## config.mk

```make
export PLATFORM = sky130hd
export DESIGN_NAME = iq_accumulator
export DESIGN_NICKNAME = d
export VERILOG_FILES = /design/src/rtl/iq_accumulator_pkg.sv /design/src/rtl/iq_accumulator_sat_add.sv /design/src/rtl/iq_accumulator.sv
export SDC_FILE = /design/constraint.sdc
export NUM_CORES = 1
export LEC_CHECK = 0
export CORE_ASPECT_RATIO = 1.5
export CORE_MARGIN = 1.5
export CORE_UTILIZATION = 40
export DETAILED_ROUTE_END_ITERATION = 10
export PLACE_DENSITY_LB_ADDON = 0.3
export SLEW_MARGIN = 5
export SYNTH_ARGS = -nofsm -noshare
export SYNTH_HDL_FRONTEND = slang
export SYNTH_SLANG_ARGS = --single-unit
```

## constraint.sdc

```tcl
create_clock -name sampleClk -period 6.15 [get_ports sampleClk]
set_input_delay 1.23 -clock sampleClk [delete_from_list [all_inputs] [get_ports sampleClk]]
set_output_delay 1.23 -clock sampleClk [all_outputs]
set_load 0.02 [all_outputs]
```

## src/rtl/iq_accumulator_pkg.sv

```systemverilog
// Shared definitions for the IQ processing chain: accumulator states and default widths.
package iq_accumulator_pkg;

  localparam int DEFAULT_SAMPLE_WIDTH   = 12;
  localparam int DEFAULT_ACC_DATA_WIDTH = 16;

  typedef enum logic [1:0] {
    IDLE  = 2'd0,
    RUN   = 2'd1,
    FLUSH = 2'd2
  } accState_t;

endpackage

```

## src/rtl/iq_accumulator_sat_add.sv

```systemverilog
// Signed adder that clamps to the representable range and flags when it did.
module sat_add #(
  parameter int WIDTH = 16
) (
  input  logic signed [WIDTH-1:0] a,
  input  logic signed [WIDTH-1:0] b,
  output logic signed [WIDTH-1:0] sum,
  output logic                    sat
);

  logic signed [WIDTH:0] full;

  // NOTE: every output of a combinational block is assigned on every path, so no latch is inferred.
  always_comb begin
    full = {a[WIDTH-1], a} + {b[WIDTH-1], b};
    // The extra top bit disagreeing with the sign bit means the true sum left the range.
    sat  = full[WIDTH] ^ full[WIDTH-1];
    if (!sat)
      sum = full[WIDTH-1:0];
    else if (full[WIDTH])
      sum = {1'b1, {(WIDTH-1){1'b0}}};
    else
      sum = {1'b0, {(WIDTH-1){1'b1}}};
  end

endmodule

```

## src/rtl/iq_accumulator.sv

```systemverilog
// Integrate-and-dump of I/Q samples over ACC_LEN valid samples with saturating sums
// and an optional partial-frame dump when enable drops.
module iq_accumulator
  import iq_accumulator_pkg::*;
#(
  parameter int SAMPLE_WIDTH   = DEFAULT_SAMPLE_WIDTH,
  parameter int ACC_DATA_WIDTH = DEFAULT_ACC_DATA_WIDTH,
  parameter int ACC_LEN        = 32,
  parameter bit FLUSH_PARTIAL  = 1'b1
) (
  input  logic                             sampleClk,
  input  logic                             resetN,
  input  logic                             enable,
  input  logic                             sampleValid,
  input  logic signed [SAMPLE_WIDTH-1:0]   sampleI,
  input  logic signed [SAMPLE_WIDTH-1:0]   sampleQ,
  output logic                             accumulatorValid,
  output logic signed [ACC_DATA_WIDTH-1:0] accumulatorData_I,
  output logic signed [ACC_DATA_WIDTH-1:0] accumulatorData_Q,
  output logic                             accumulatorSat,
  output logic                             accumulatorPartial
);

  localparam int CNT_W = $clog2(ACC_LEN + 1);

  accState_t state, stateNext;

  logic signed [ACC_DATA_WIDTH-1:0] sumI, sumQ, nextSumI, nextSumQ, extI, extQ;
  logic                             satI, satQ, sticky;
  logic [CNT_W-1:0]                 count;
  logic                             running, accept, lastSample, flushDump;

  assign extI = ACC_DATA_WIDTH'(sampleI);
  assign extQ = ACC_DATA_WIDTH'(sampleQ);

  sat_add #(.WIDTH(ACC_DATA_WIDTH)) addI (.a(sumI), .b(extI), .sum(nextSumI), .sat(satI));
  sat_add #(.WIDTH(ACC_DATA_WIDTH)) addQ (.a(sumQ), .b(extQ), .sum(nextSumQ), .sat(satQ));

  always_comb begin
    stateNext = state;
    unique case (state)
      IDLE:    if (enable)  stateNext = RUN;
      RUN:     if (!enable) stateNext = FLUSH;
      FLUSH:   stateNext = IDLE;
      default: stateNext = IDLE;
    endcase
  end

  // A sample on the edge where enable falls is dropped: accept requires enable still high.
  assign running    = (state == RUN) && enable;
  assign accept     = running && sampleValid;
  assign lastSample = accept && (count == CNT_W'(ACC_LEN - 1));
  assign flushDump  = (state == RUN) && !enable && (count != '0) && FLUSH_PARTIAL;

  // NOTE: sequential state uses non-blocking assignments so every register samples pre-edge values.
  always_ff @(posedge sampleClk) begin
    if (!resetN) begin
      state              <= IDLE;
      count              <= '0;
      sumI               <= '0;
      sumQ               <= '0;
      sticky             <= 1'b0;
      accumulatorValid   <= 1'b0;
      accumulatorData_I  <= '0;
      accumulatorData_Q  <= '0;
      accumulatorSat     <= 1'b0;
      accumulatorPartial <= 1'b0;
    end else begin
      state            <= stateNext;
      accumulatorValid <= 1'b0;
      if (running) begin
        if (lastSample) begin
          accumulatorValid   <= 1'b1;
          accumulatorData_I  <= nextSumI;
          accumulatorData_Q  <= nextSumQ;
          accumulatorSat     <= sticky | satI | satQ;
          accumulatorPartial <= 1'b0;
          count              <= '0;
          sumI               <= '0;
          sumQ               <= '0;
          sticky             <= 1'b0;
        end else if (accept) begin
          count  <= count + 1'b1;
          sumI   <= nextSumI;
          sumQ   <= nextSumQ;
          sticky <= sticky | satI | satQ;
        end
      end else begin
        if (flushDump) begin
          accumulatorValid   <= 1'b1;
          accumulatorData_I  <= sumI;
          accumulatorData_Q  <= sumQ;
          accumulatorSat     <= sticky;
          accumulatorPartial <= 1'b1;
        end
        count  <= '0;
        sumI   <= '0;
        sumQ   <= '0;
        sticky <= 1'b0;
      end
    end
  end

endmodule
```

==> results by group <==
Synthesis
  • Number of enable flip-flop cells after synthesis: 0
  • Count of state elements after synthesis: 76
  • Mapped Avg Cell Area: between 7 and 8 um2
  • Synthesized Nets: 681
  • Dominant cell by count in the synthesized netlist: dfxtp_1
  • Number of cells produced by synthesis: 617
  • Post-synth top area share: a little under a third
  • Fraction of the yosys area taken by sequential cells: a little under a third
  • Commonest register cell after synthesis: dfxtp_1
  • Combined area of all synthesized cells: approximately 4900 um2
  • Fraction of registers with async set/reset: 0%
  • Largest area contributor in the netlist: dfxtp_1
  • Cell types with the largest area share after synthesis: dfxtp_1, ha_1, a21oi_1
  • Yosys warns: 0
  • Number of different library cells in the post-synthesis netlist: between 70 and 80
  • Commonest cells in the synthesized netlist: dfxtp_1, nor2_1, a21oi_1

Critical path
  • Critical Path Max Stage Delay: 520 ps
  • CP arrival: roughly 4500 ps
  • Dominant delay contributor by cell family on the critical path: compound AO/OA/AOI/OAI gates
  • Critical Setup Path Class: input pin to flop
  • CP Launch Type: input pin
  • Setup slack of the most critical reg-to-reg path: roughly 2900 ps
  • Critical path peak fanout: 14
  • Top cell by count, worst path: and3_1
  • Slowest-stage cell, CP: clkdlybuf4s50_1
  • Type of element capturing the critical path: flop
  • Worst path cell trace: clkdlybuf4s50_1 > ha_1 > and3_1 > and3_1 > a22o_1 > a31o_2 > a21oi_2 > and2_1 > nor2_1 > a2111oi_0
  • Buffers & Inverters on Critical Path: 1
  • Critical Path RT: roughly 6400 ps

Placement
  • Weighted congestion reported at the end of routability-driven placement: between 0.9 and 1
  • DP HPWL: 10.33 mm
  • Port Buffer Count: 62
  • Worst-case setup slack after placement: roughly 1500 ps

Clocking
  • Clock latency on the worst-skew pair: around 340 ps
  • Setup fix buffers added after clock tree synthesis: 0
  • Total number of clock tree sinks: between 70 and 80
  • Cells resized by post-CTS repair: 0
  • Maximum level of the CTS H-tree: 3
  • Clk root buf: clkbuf_16
  • Hold bufs inserted after CTS: 0
  • Reg clk slew, reported paths: 60 ps
  • TritonCTS clock tree: done
  • Clock Path Buffers: 2
  • Number of CTS-inserted buffers: 9

Timing
  • Worst clock skew: 5.459 ps
  • Final min period: roughly 4300 ps
  • Slew at the pin with the worst max-slew slack: ~1100 ps
  • Final hold viol count: 0
  • Headroom to the max-slew limit: between 20 and 30%
  • TNS Setup: 0 ps
  • RSZ-0062 raised after global routing: false
  • Final Cycle Share: 70.22%
  • Number of setup violations in the final report: 0
  • Worst Slack Setup Final: roughly 1800 ps
  • Fmax: 231.6 MHz
  • Final slew viol count: 0

Power and ir drop
  • Combinational group share of total power: 10.9%
  • Reg power frac: between 40 and 50%
  • Cell internal pwr: 0.8578 mW
  • Max IR drop VDD: approximately 0.13 mV
  • Clk network pwr share: 45.2%
  • Switching Share: around a quarter
  • Sw Pwr: 0.2694 mW
  • Power per Cell Area: roughly 190 nW/um2
  • Static power due to leakage: about 2.2 nW

Layout
  • FILL cells: ~1,200
  • Fraction of layout cells with a size suffix above 1: 5.144%
  • Diode count: 0
  • Net count, final: slightly above 700
  • Area grow syn2layout: 19.39%

GRT
  • Initial antenna violation count: 0
  • Met2 layer usage reported by global route: 40.88%
  • Wire length of the first global-routing pass: around 23 mm
  • Number of global-route vias before repair: approximately 4,700
  • Overflow left after global routing: 0
  • GR met3 Demand/Resource: about 2.6%
  • Maximum number of pins on one net before global-route repair: slightly below 50
  • GR peak layer: met2
  • Met1 routing resource usage after global routing: between 20% and 30%
  • Global Route Usage Sum: between 20 and 25%

Die
  • Initial Util: between 40% and 50%
  • Row Count: between 40 and 50
  • Vertical die dimension: approximately 140 um
  • Area of the placeable core: ~12,000 um2
  • Overall die width: between 90 and 100 um
  • IO Pins: 63
  • Full die area: approximately 13,000 um2

Routing
  • Remaining antenna violation count after routing: 0
  • Final Routed Wirelength: approximately 14 mm
  • Routed wire length per instance: roughly 17 um
  • DRC violation total after the first TritonRoute iteration: roughly 310
  • Length of the first detailed-routing pass in iterations: 5
  • Via Count: slightly below 5,000
  • Post-detailed-route DRC marker count: 0
  • Vias per std cell: about 5.9

Outcome
  • Status: finished, final reports clean

Worst hold path
  • Path class of the lowest-slack min-delay path: flop to flop

Job
  • Max cap viols: 0
[power groups by stage]
stage / Combinational, mW / Sequential (mW) / Clock (mW)
after floorplan: 0.0832 / 0.505 / 0
final: 0.123 / 0.495 / 0.509
after global routing: 0.134 / 0.495 / 0.534
after CTS: 0.122 / 0.495 / 0.510
after detailed placement: 0.121 / 0.506 / 0
after global placement: 0.119 / 0.505 / 0
[metal layers]
metal | part of all wire, % | vias to the layer above
met3 | 3.9 | 37
met1 | 40 | 2317
li1 | - | 2339
met4 | 3.0 | 0
met2 | 53 | 141
met5 | 0 | -
[worst reg2reg max path: stages, from the launching register on]
cell and delay, ps:
dfxtp_1 390, ha_1 200, inv_1 60, fa_1 440, nor2b_4 140, o2111a_1 240
or4b_1 180, and2_4 160, a32o_2 420, or2_1 350, nand2_1 120, a2111oi_0 400
[cell usage in the layout (no fill, tap or decap), types with 6 or more instances in the layout]
cell / instances
a211oi_1: 8
or3_1: 11
clkdlybuf4s50_1: 62
nor3_1: 14
dfxtp_1: 76
o211ai_1: 12
o21a_1: 10
a21oi_1: 69
clkbuf_16: 9
nand2_1: 46
and2_1: 9
nand3_1: 14
nand2b_1: 7
nand4_1: 9
ha_1: 34
xor2_1: 10
nor2_1: 71
a31oi_1: 10
xnor2_1: 15
inv_1: 15
a2111oi_0: 6
o21ai_0: 50
maj3_1: 6
[logic make-up after synthesis]
kind of cell    share of synthesized area, %
mux                                   0.8187
compound gates                         26.84
xor+xnor                               4.477
flops                                  31.11
fa+ha+maj                              11.44
buf+inv                                5.014
simple gates                           20.31
[registers in the layout, summed over array words and instances (netlist names)]
register,flops
accumulatorData_Q,16
accumulatorPartial,1
sticky,1
count,6
accumulatorSat,1
state,2
accumulatorValid,1
accumulatorData_I,16
sumI,16
sumQ,16
[layout make-up]
cell class,count,area (um2),share of cell area [%]
inverter,15,56.30,0.9642
tap,153,191.4,3.278
clock buffer,14,244.0,4.178
timing repair buffer,66,650.6,11.14
multi-input combinational,488,3141,53.78
clock inverter,2,35.03,0.6000
sequential,76,1521,26.06
[path summary, 6_finish.rpt]
kind                     endpoint  cells after the start            startpoint
max          accumulatorData_Q[6]                     10           sampleQ[11]
min          accumulatorData_Q[4]                      2  accumulatorData_Q[4]
max reg2reg  accumulatorData_Q[6]                     11               sumQ[0]
min reg2reg  accumulatorData_Q[4]                      2  accumulatorData_Q[4]
[through the flow]
stage | utilization (%) | area [um2] | power, mW | std cells | hold slack [ps]
after floorplan | - | 4891 | 0.5886 | 617 | 408.2
after global placement | 46.51 | 5560 | 0.6247 | 798 | 418.5
after detailed placement | 46.51 | 5560 | 0.6271 | 798 | 444.7
after CTS | 48.84 | 5839 | 1.127 | 814 | 450.9
after global routing | 48.84 | 5839 | 1.163 | 814 | 465.8
final | 48.84 | 5839 | 1.127 | 814 | 456.1
(Power assumes the default switching activity.)
